## src/rtl/uart_rx.sv

```systemverilog
`default_nettype none
// ============================================================================
// Module   : uart_rx
// Purpose  : 8N1 UART receiver for the ESP32/PC link. Synchronises the
//            asynchronous rxd line, locates the start-bit mid-point, samples
//            eight data bits (LSB first) and the stop bit one bit period
//            apart, and publishes each good byte with a one-cycle strobe.
//            A low stop bit raises a one-cycle framing-error pulse instead,
//            and the receiver then waits for the line to return high so a
//            held-low (break) line cannot produce spurious frames.
// Ports    : clk          in   system clock (only clock)
//            rst          in   synchronous, active-high reset
//            rxd          in   asynchronous serial input, idle high
//            data_i       out  [7:0] last correctly received byte
//            receive_ack  out  one-cycle pulse, data_i updated this cycle
//            frame_err    out  one-cycle pulse, stop bit sampled low
//            LEDmind      out  toggles on every receive_ack
// Params   : CLKS_PER_BIT clock cycles per UART bit, must be >= 4
// Revision : 1.0  initial release
// ============================================================================
module uart_rx #(
    parameter int CLKS_PER_BIT = 868
) (
    input  logic       clk,
    input  logic       rst,
    input  logic       rxd,
    output logic [7:0] data_i,
    output logic       receive_ack,
    output logic       frame_err,
    output logic       LEDmind
);

    // Start-edge to start-bit mid-point distance; derived from the bit period.
    localparam int HALF_BIT = CLKS_PER_BIT / 2;

    localparam int                 c_cnt_w     = $clog2(CLKS_PER_BIT);
    localparam logic [c_cnt_w-1:0] c_cnt_last  = c_cnt_w'(CLKS_PER_BIT - 1);
    localparam logic [c_cnt_w-1:0] c_half_last = c_cnt_w'(HALF_BIT - 1);
    localparam logic [c_cnt_w-1:0] c_cnt_one   = c_cnt_w'(1);
    localparam logic [2:0]         c_bit_last  = 3'd7;

    localparam logic [2:0] c_st_idle  = 3'd0;
    localparam logic [2:0] c_st_start = 3'd1;
    localparam logic [2:0] c_st_data  = 3'd2;
    localparam logic [2:0] c_st_stop  = 3'd3;
    localparam logic [2:0] c_st_break = 3'd4;

    logic [1:0]         r_sync;
    logic               w_rx_s;

    logic [2:0]         r_state,   w_state_nxt;
    logic [c_cnt_w-1:0] r_cnt,     w_cnt_nxt;
    logic [2:0]         r_bit_idx, w_bit_idx_nxt;
    logic [7:0]         r_shreg,   w_shreg_nxt;
    logic [7:0]         r_data,    w_data_nxt;
    logic               r_ack,     w_ack_nxt;
    logic               r_ferr,    w_ferr_nxt;
    logic               r_led,     w_led_nxt;

    // Two-flop synchroniser; resets to the idle (high) line level so a
    // reset never looks like a start edge.
    always_ff @(posedge clk) begin
        if (rst) begin
            r_sync <= 2'b11;
        end else begin
            r_sync <= {r_sync[0], rxd};
        end
    end

    assign w_rx_s = r_sync[1];

    always_ff @(posedge clk) begin
        if (rst) begin
            r_state   <= c_st_idle;
            r_cnt     <= '0;
            r_bit_idx <= 3'd0;
            r_shreg   <= 8'h00;
            r_data    <= 8'h00;
            r_ack     <= 1'b0;
            r_ferr    <= 1'b0;
            r_led     <= 1'b0;
        end else begin
            r_state   <= w_state_nxt;
            r_cnt     <= w_cnt_nxt;
            r_bit_idx <= w_bit_idx_nxt;
            r_shreg   <= w_shreg_nxt;
            r_data    <= w_data_nxt;
            r_ack     <= w_ack_nxt;
            r_ferr    <= w_ferr_nxt;
            r_led     <= w_led_nxt;
        end
    end

    always_comb begin
        w_state_nxt   = r_state;
        w_cnt_nxt     = r_cnt;
        w_bit_idx_nxt = r_bit_idx;
        w_shreg_nxt   = r_shreg;
        w_data_nxt    = r_data;
        w_ack_nxt     = 1'b0;
        w_ferr_nxt    = 1'b0;
        w_led_nxt     = r_led;

        case (r_state)
            c_st_idle: begin
                if (!w_rx_s) begin
                    w_state_nxt = c_st_start;
                    w_cnt_nxt   = '0;
                end
            end

            // The line is only judged at the start-bit mid-point; a low
            // pulse that has already ended by then is discarded silently.
            c_st_start: begin
                if (r_cnt == c_half_last) begin
                    w_cnt_nxt = '0;
                    if (!w_rx_s) begin
                        w_state_nxt   = c_st_data;
                        w_bit_idx_nxt = 3'd0;
                    end else begin
                        w_state_nxt = c_st_idle;
                    end
                end else begin
                    w_cnt_nxt = r_cnt + c_cnt_one;
                end
            end

            // Bits enter at the MSB and move right, so bit 0 ends in [0].
            c_st_data: begin
                if (r_cnt == c_cnt_last) begin
                    w_cnt_nxt   = '0;
                    w_shreg_nxt = {w_rx_s, r_shreg[7:1]};
                    if (r_bit_idx == c_bit_last) begin
                        w_state_nxt = c_st_stop;
                    end else begin
                        w_bit_idx_nxt = r_bit_idx + 3'd1;
                    end
                end else begin
                    w_cnt_nxt = r_cnt + c_cnt_one;
                end
            end

            // Returning to idle at the stop mid-point leaves half a bit of
            // margin before the next start edge of a back-to-back frame.
            c_st_stop: begin
                if (r_cnt == c_cnt_last) begin
                    w_cnt_nxt = '0;
                    if (w_rx_s) begin
                        w_data_nxt  = r_shreg;
                        w_ack_nxt   = 1'b1;
                        w_led_nxt   = ~r_led;
                        w_state_nxt = c_st_idle;
                    end else begin
                        w_ferr_nxt  = 1'b1;
                        w_state_nxt = c_st_break;
                    end
                end else begin
                    w_cnt_nxt = r_cnt + c_cnt_one;
                end
            end

            c_st_break: begin
                if (w_rx_s) begin
                    w_state_nxt = c_st_idle;
                end
            end

            default: begin
                w_state_nxt = c_st_idle;
                w_cnt_nxt   = '0;
            end
        endcase
    end

    assign data_i      = r_data;
    assign receive_ack = r_ack;
    assign frame_err   = r_ferr;
    assign LEDmind     = r_led;

endmodule
`default_nettype wire
```

## config.mk

```make
export PLATFORM = sky130hd
export DESIGN_NAME = uart_rx
export DESIGN_NICKNAME = d
export VERILOG_FILES = /design/src/rtl/uart_rx.sv
export SDC_FILE = /design/constraint.sdc
export NUM_CORES = 1
export LEC_CHECK = 0
export ABC_AREA = 1
export ABC_CLOCK_PERIOD_IN_PS = 2100
export BUFFER_PORTS_ARGS = -buffer_cell sky130_fd_sc_hd__buf_2
export CORE_ASPECT_RATIO = 1.25
export CORE_MARGIN = 2
export CORE_UTILIZATION = 45
export DETAILED_ROUTE_END_ITERATION = 10
export GPL_ROUTABILITY_DRIVEN = 0
export PLACE_DENSITY_LB_ADDON = 0.3
export SLEW_MARGIN = 20
export SYNTH_ARGS = -nofsm -noshare
export SYNTH_HDL_FRONTEND = slang
export SYNTH_SLANG_ARGS = --single-unit
```

## constraint.sdc

```tcl
create_clock -name clk -period 2.1 [get_ports clk]
set_clock_uncertainty 0.2 [all_clocks]
set_input_delay 0.105 -clock clk [delete_from_list [all_inputs] [get_ports clk]]
set_output_delay 0.105 -clock clk [all_outputs]
set_load 0.1 [all_outputs]
```

==> results of run 1 <==
-- per-layer routing --
metal  global-route usage (%)  up-vias
met1                     19.3      661
li1                         -      791
met4                     10.4        0
met5                        0        -
met3                     3.70        9
met2                     29.7       31
-- worst paths after layout --
kind | startpoint | endpoint | slack, ns | cells after the start
max reg2reg | r_cnt[0] | LEDmind | 0.21 | 9
min reg2reg | r_sync[0] | r_sync[1] | 0.21 | 1
max | r_cnt[0] | LEDmind | 0.21 | 9
min | r_sync[0] | r_sync[1] | 0.21 | 1
-- kinds of logic (layout without fill, tap and decap cells) --
| kind of cell | Yosys count | in the layout | share of synthesized area, % |
|---|---|---|---|
| and+or+nand+nor | 132 | 132 | 36.4 |
| DFF | 37 | 37 | 42.2 |
| AOI/OAI and AO/OA | 31 | 31 | 9.69 |
| buffers and inverters | 30 | 51 | 7.41 |
| adders and majority gates | 4 | 4 | 2.85 |
| xor gates and xnor gates | 3 | 3 | 1.50 |
-- final cells by class --
cell class | count | area share [%]
clock inverters | 2 | 1.94
inverters | 24 | 4.51
multi-input cells | 170 | 44.4
well taps | 40 | 2.51
repair buffers | 19 | 5.89
clock buffers | 6 | 3.64
flip-flops and latches | 37 | 37.1
-- power groups by stage --
stage	registers [mW]	logic (mW)	clock network [mW]
5_1_grt	0.811	0.634	0.657
2_1_floorplan	0.807	0.467	0
3_5_place_dp	0.816	0.557	0
6_report	0.802	0.558	0.615
3_3_place_gp	0.818	0.561	0
4_1_cts	0.801	0.567	0.634
-- cells in the mapped netlist --
cell type  number
nand3_4         2
nand3b_1        1
and3_1          1
a21oi_1         8
o21ai_4         1
nor4_1          2
inv_2           4
nor2_1         57
dfxtp_1        37
nand3_1        13
o21ai_0        11
nor3_4          1
buf_2           2
a21boi_0        1
nor2_4          5
buf_6           2
inv_1          20
nor3_1          1
a31oi_1         1
nand4_1         2
xor2_1          1
nor2_2          2
o21ai_1         9
clkbuf_1        2
xnor2_1         2
or2_2           2
nand2_4         1
nand2_2         6
ha_1            4
nand2_1        36
-- stage by stage --
step / instances / area [µm²] / hold WS [ns] / setup slack [ns] / utilization [%]
5_1_grt: 298 / 2000 / 0.222 / 0.0714 / 53.2
3_5_place_dp: 287 / 1850 / 0.0911 / 0.220 / 49.4
6_report: 298 / 2000 / 0.214 / 0.206 / 53.2
3_3_place_gp: 287 / 1850 / 0.0882 / 0.273 / 49.4
4_1_cts: 298 / 2000 / 0.220 / 0.202 / 53.2
2_1_floorplan: 237 / 1760 / 0.00881 / 0.425 / -
-- placed cells by master, fill, tap and decap left out, drive strengths merged, types with 3 or more instances in the layout --
cell type,count
nand2,43
dlygate4sd3,3
nor2,64
dfxtp,37
a21oi,8
buf,16
clkbuf,6
nand3,15
o21ai,21
ha,4
inv,24
-- what timing repair did --
action | in CTS | in global routing
hold endpoints to repair | 8 | 0
buffers inserted | 0 | 0
hold buffers | 3 | 0
-- flip-flops by register name, indices dropped and copies added, names as in the netlist --
signal / count
receive_ack: 1
r_shreg: 8
r_sync: 2
r_state: 3
data_i: 8
r_bit_idx: 3
r_cnt: 10
LEDmind: 1
frame_err: 1
-- critical path: stages, from the launching register on --
cell     delay [ns]
dfxtp_1        0.40
ha_1           0.27
nand2_2        0.09
nor2_4         0.10
nand3_4        0.12
nor3_4         0.25
buf_4          0.21
nand2_1        0.05
nand2_1        0.05
nor2_1         0.04
==> results_dict.tcl, run 1 <==
set metrics [dict create \
    yosys_warnings 0 \
    p_leak_nw 0.962 \
    avgSynthCellArea_um2 7.41 \
    h-tree-depth 2 \
    power_mw 1.97 \
    yosysSeqAreaShare_pct 42.2 \
    ys_top_cells_by_area "dfxtp_1, nor2_1, nand2_1, inv_1, nand3_1" \
    tns_ns 0 \
    syn2layout_area_growth_pct 13.6 \
    max_freq_ghz 0.528 \
    top_layer_used "met4" \
    holdCritPathClass "reg2reg" \
    cp.required_ns 2.09 \
    dp_hpwl_um 2440 \
    root_buffer "clkbuf_8" \
    hold_viol_final 0 \
    maxSlewViolCount 0 \
    start_util_pct 46.8 \
    cp-start-kind "flip-flop" \
    vias 1492 \
    path_clk_slew_ns 0.07 \
    nFillCells 371 \
    worstSetupPathType "reg2reg" \
    fin_crit_ns 1.89 \
    grt_max_degree 21 \
    ir_worst_vdd_mv 0.619 \
    crit_path_max_fanout 7 \
    drive_above_1_share_pct 18.2 \
    synthCells 237 \
    ant_nets 0 \
    die_w_um 59.9 \
    multi_input_area_um2 886 \
    first_pass_iters 4 \
    seqPwrFrac_pct 40.6 \
    synth_area_um2 1760 \
    drt-wirelength-per-cell_um 11.5 \
    drc 0 \
    end_kind "flip-flop" \
    ioPinCount 14 \
    ys_types 30 \
    worstMarginPinSlew_ns 0.487 \
    antenna_found_initial 0 \
    relSlewSlack_pct 67.8 \
    insertion_delay_ns 0.29 \
    ys_ff_latch 37 \
    drt_iter0_drc 52 \
    drt-met1-wl_um 1480 \
    power.internal_mw 1.28 \
    cts_buffer_depth 2 \
    diodes 0 \
    routed_wl_um 3420 \
    rsz0062_at_grt "false" \
    numCtsBuffers 5 \
    p_sw_mw 0.690 \
    p_comb_share_pct 28.3 \
    arrival_ns 1.88 \
    wl_met2_um 1730 \
    regArea_um2 741 \
    grtUsageTotal_pct 17.4 \
    grt_pass1_wl_um 5760 \
    nets 264 \
    met3_length_um 118 \
    via_per_inst 5.01 \
    synth_top_area_share_pct 42.2 \
    cts_resized 0 \
    p_per_area_nw_per_um2 990 \
    yosys.area.top_type "dfxtp_1" \
    synth.net_count 244 \
    die_h_um 73.9 \
    max_cap_viol_count 0 \
    core_um2 3750 \
    rows 25 \
    p_sw_share_pct 35.0 \
    status "finished clean" \
    fin_crit_sh_pct 90.2 \
    cts_num_sinks 37 \
    setup_viol 0 \
    overflow 0 \
    dieArea_um2 4420 \
    numPortBuffers 13 \
    clock_power_share_pct 31.1 \
    tritoncts "built" \
    grt_pass1_vias 1357 \
]
No activity file was read; power rests on OpenSTA's default activity.
==> run 2, diff against run 1 <==
- CTS_CLUSTER_SIZE: unset -> 25
- PLACE_DENSITY: unset -> 0.63
- PLACE_DENSITY_LB_ADDON: 0.3 -> unset
==> run 2 against run 1 <==
  * Final cell count is 0.34% lower
  * Setup slack improved by 0.023 ns
  * Global-route usage rose by 1.4 points
  * Sequential power barely moved
  * Highest routed layer unchanged
  * Largest cell class unchanged
  * Count of clock-buffer cells in the layout unchanged
==> results_dict.tcl, run 2 (same netlist as run 1, synthesis figures left out) <==
set metrics [dict create \
    status "finished clean" \
    start_util_pct 46.8 \
    crit_buf_inv 1 \
    insertion_delay_ns 0.28 \
    syn2layout_area_growth_pct 12.4 \
    ir_worst_vdd_mv 0.468 \
    h-tree-depth 2 \
    die_h_um 73.9 \
    post-place-cells 287 \
    max_freq_ghz 0.534 \
    drt-wirelength-per-cell_um 12.2 \
    nets 264 \
    cts_num_sinks 37 \
    numCtsBuffers 5 \
    relSlewSlack_pct 67.7 \
    grt_pass1_vias 1404 \
    end_kind "flip-flop" \
    rsz0062_at_grt "false" \
    maxSlewViolCount 0 \
    setup_viol 0 \
    whs_path_depth 1 \
    grtUsageTotal_pct 18.8 \
    cp-start-kind "flip-flop" \
    antenna_found_initial 0 \
    worstMarginPinSlew_ns 0.488 \
    overflow 0 \
    drive_above_1_share_pct 18.3 \
    largest-register "r_cnt" \
    arrival_ns 1.85 \
    crit_top_cell "nor2_1" \
    numPortBuffers 13 \
    tritoncts "built" \
    worstSetupPathType "reg2reg" \
    ioPinCount 14 \
    cts_resized 0 \
    hold_viol_final 0 \
    worst-r2r-setup-slack_ns 0.23 \
    max_cap_viol_count 0 \
    grt_max_degree 22 \
    first_pass_iters 4 \
    vias 1501 \
    rows 25 \
    die_w_um 59.9 \
    path_clk_slew_ns 0.07 \
    post_cts.repair.setup_buffers 0 \
    diodes 0 \
    crit_path_top_delay_cell "dfxtp_1" \
    routed_wl_um 3620 \
    crit_path_max_fanout 9 \
    cpLargestDelayFamily "simple AND/OR/NAND/NOR gates" \
    drt_iter0_drc 81 \
    ant_nets 0 \
    cts_hold_buf 3 \
    fin_crit_ns 1.87 \
    grt_pass1_wl_um 6230 \
    p_per_area_nw_per_um2 946 \
    holdCritPathClass "reg2reg" \
    dieArea_um2 4420 \
    root_buffer "clkbuf_8" \
    dp_hpwl_um 2630 \
    drc 0 \
    final_cell_mix "nor2_1, dfxtp_1, nand2_1" \
    finish.utilization_pct 52.6 \
    critPathMaxStageDelay_ns 0.40 \
    crit_cells 8 \
    cp.required_ns 2.08 \
    final_common_cell "nor2_1" \
    largest_reg_flops 10 \
    fin_cells 297 \
    tns_ns 0 \
    nFillCells 376 \
    r2r_cells 8 \
    p_leak_nw 0.950 \
    core_um2 3750 \
    cp_cell_sequence "ha_1 -> nand2_2 -> nor2_4 -> nand3_4 -> nor3_4 -> inv_2 -> nor2_1 -> nor2_1" \
    cts_buffer_depth 2 \
    fin_crit_sh_pct 89.1 \
    via_per_inst 5.05 \
]
run 2: cell count changes in the layout (fill, tap and decap cells not counted), sizes merged:
cell      before  now
bufinv         1    0
clkinv         1    0
clkinvlp       0    1
run 2: routing by layer:
metal | vias to the layer above | global-route usage [%] | share of wire, %
met5 | - | 0 | 0
met2 | 24 | 33.0 | 52
met4 | 0 | 6.91 | 1.8
met1 | 681 | 21.3 | 43
met3 | 9 | 4.93 | 2.9
li1 | 787 | - | -
run 2: worst paths after layout:
path,startpoint,end
setup reg to reg,r_cnt[0],data_i[4]
setup / recovery,r_cnt[0],data_i[4]
hold reg to reg,r_sync[0],r_sync[1]
hold / removal,r_sync[0],r_sync[1]
run 2: power breakdown:
part           internal, mW  total (mW)  switching [mW]  leakage, nW
clock network         0.259       0.503           0.243       0.0433
registers             0.744       0.802          0.0586        0.299
logic                 0.185       0.563           0.378        0.607
run 2: final cells by class:
class / count / area (µm²) / share of cell area [%]
Tap cell: 40 / 50.0 / 2.53
Sequential cell: 37 / 741 / 37.5
Clock buffer: 6 / 82.6 / 4.18
Inverter: 24 / 90.1 / 4.56
Multi-Input combinational cell: 170 / 886 / 44.9
Clock inverter: 1 / 7.51 / 0.380
Timing Repair Buffer: 19 / 118 / 5.96
run 2: metrics by stage:
step                      power [mW]  hold WS [ns]  instance area (µm²)  setup slack, ns
after floorplan                 1.27       0.00881                 1760            0.425
after global placement          1.38        0.0869                 1850            0.271
after detailed placement        1.38        0.0937                 1850            0.251
after CTS                       1.89         0.217                 1970            0.224
after global routing            2.01         0.231                 1970           0.0153
final                           1.87         0.217                 1970            0.229
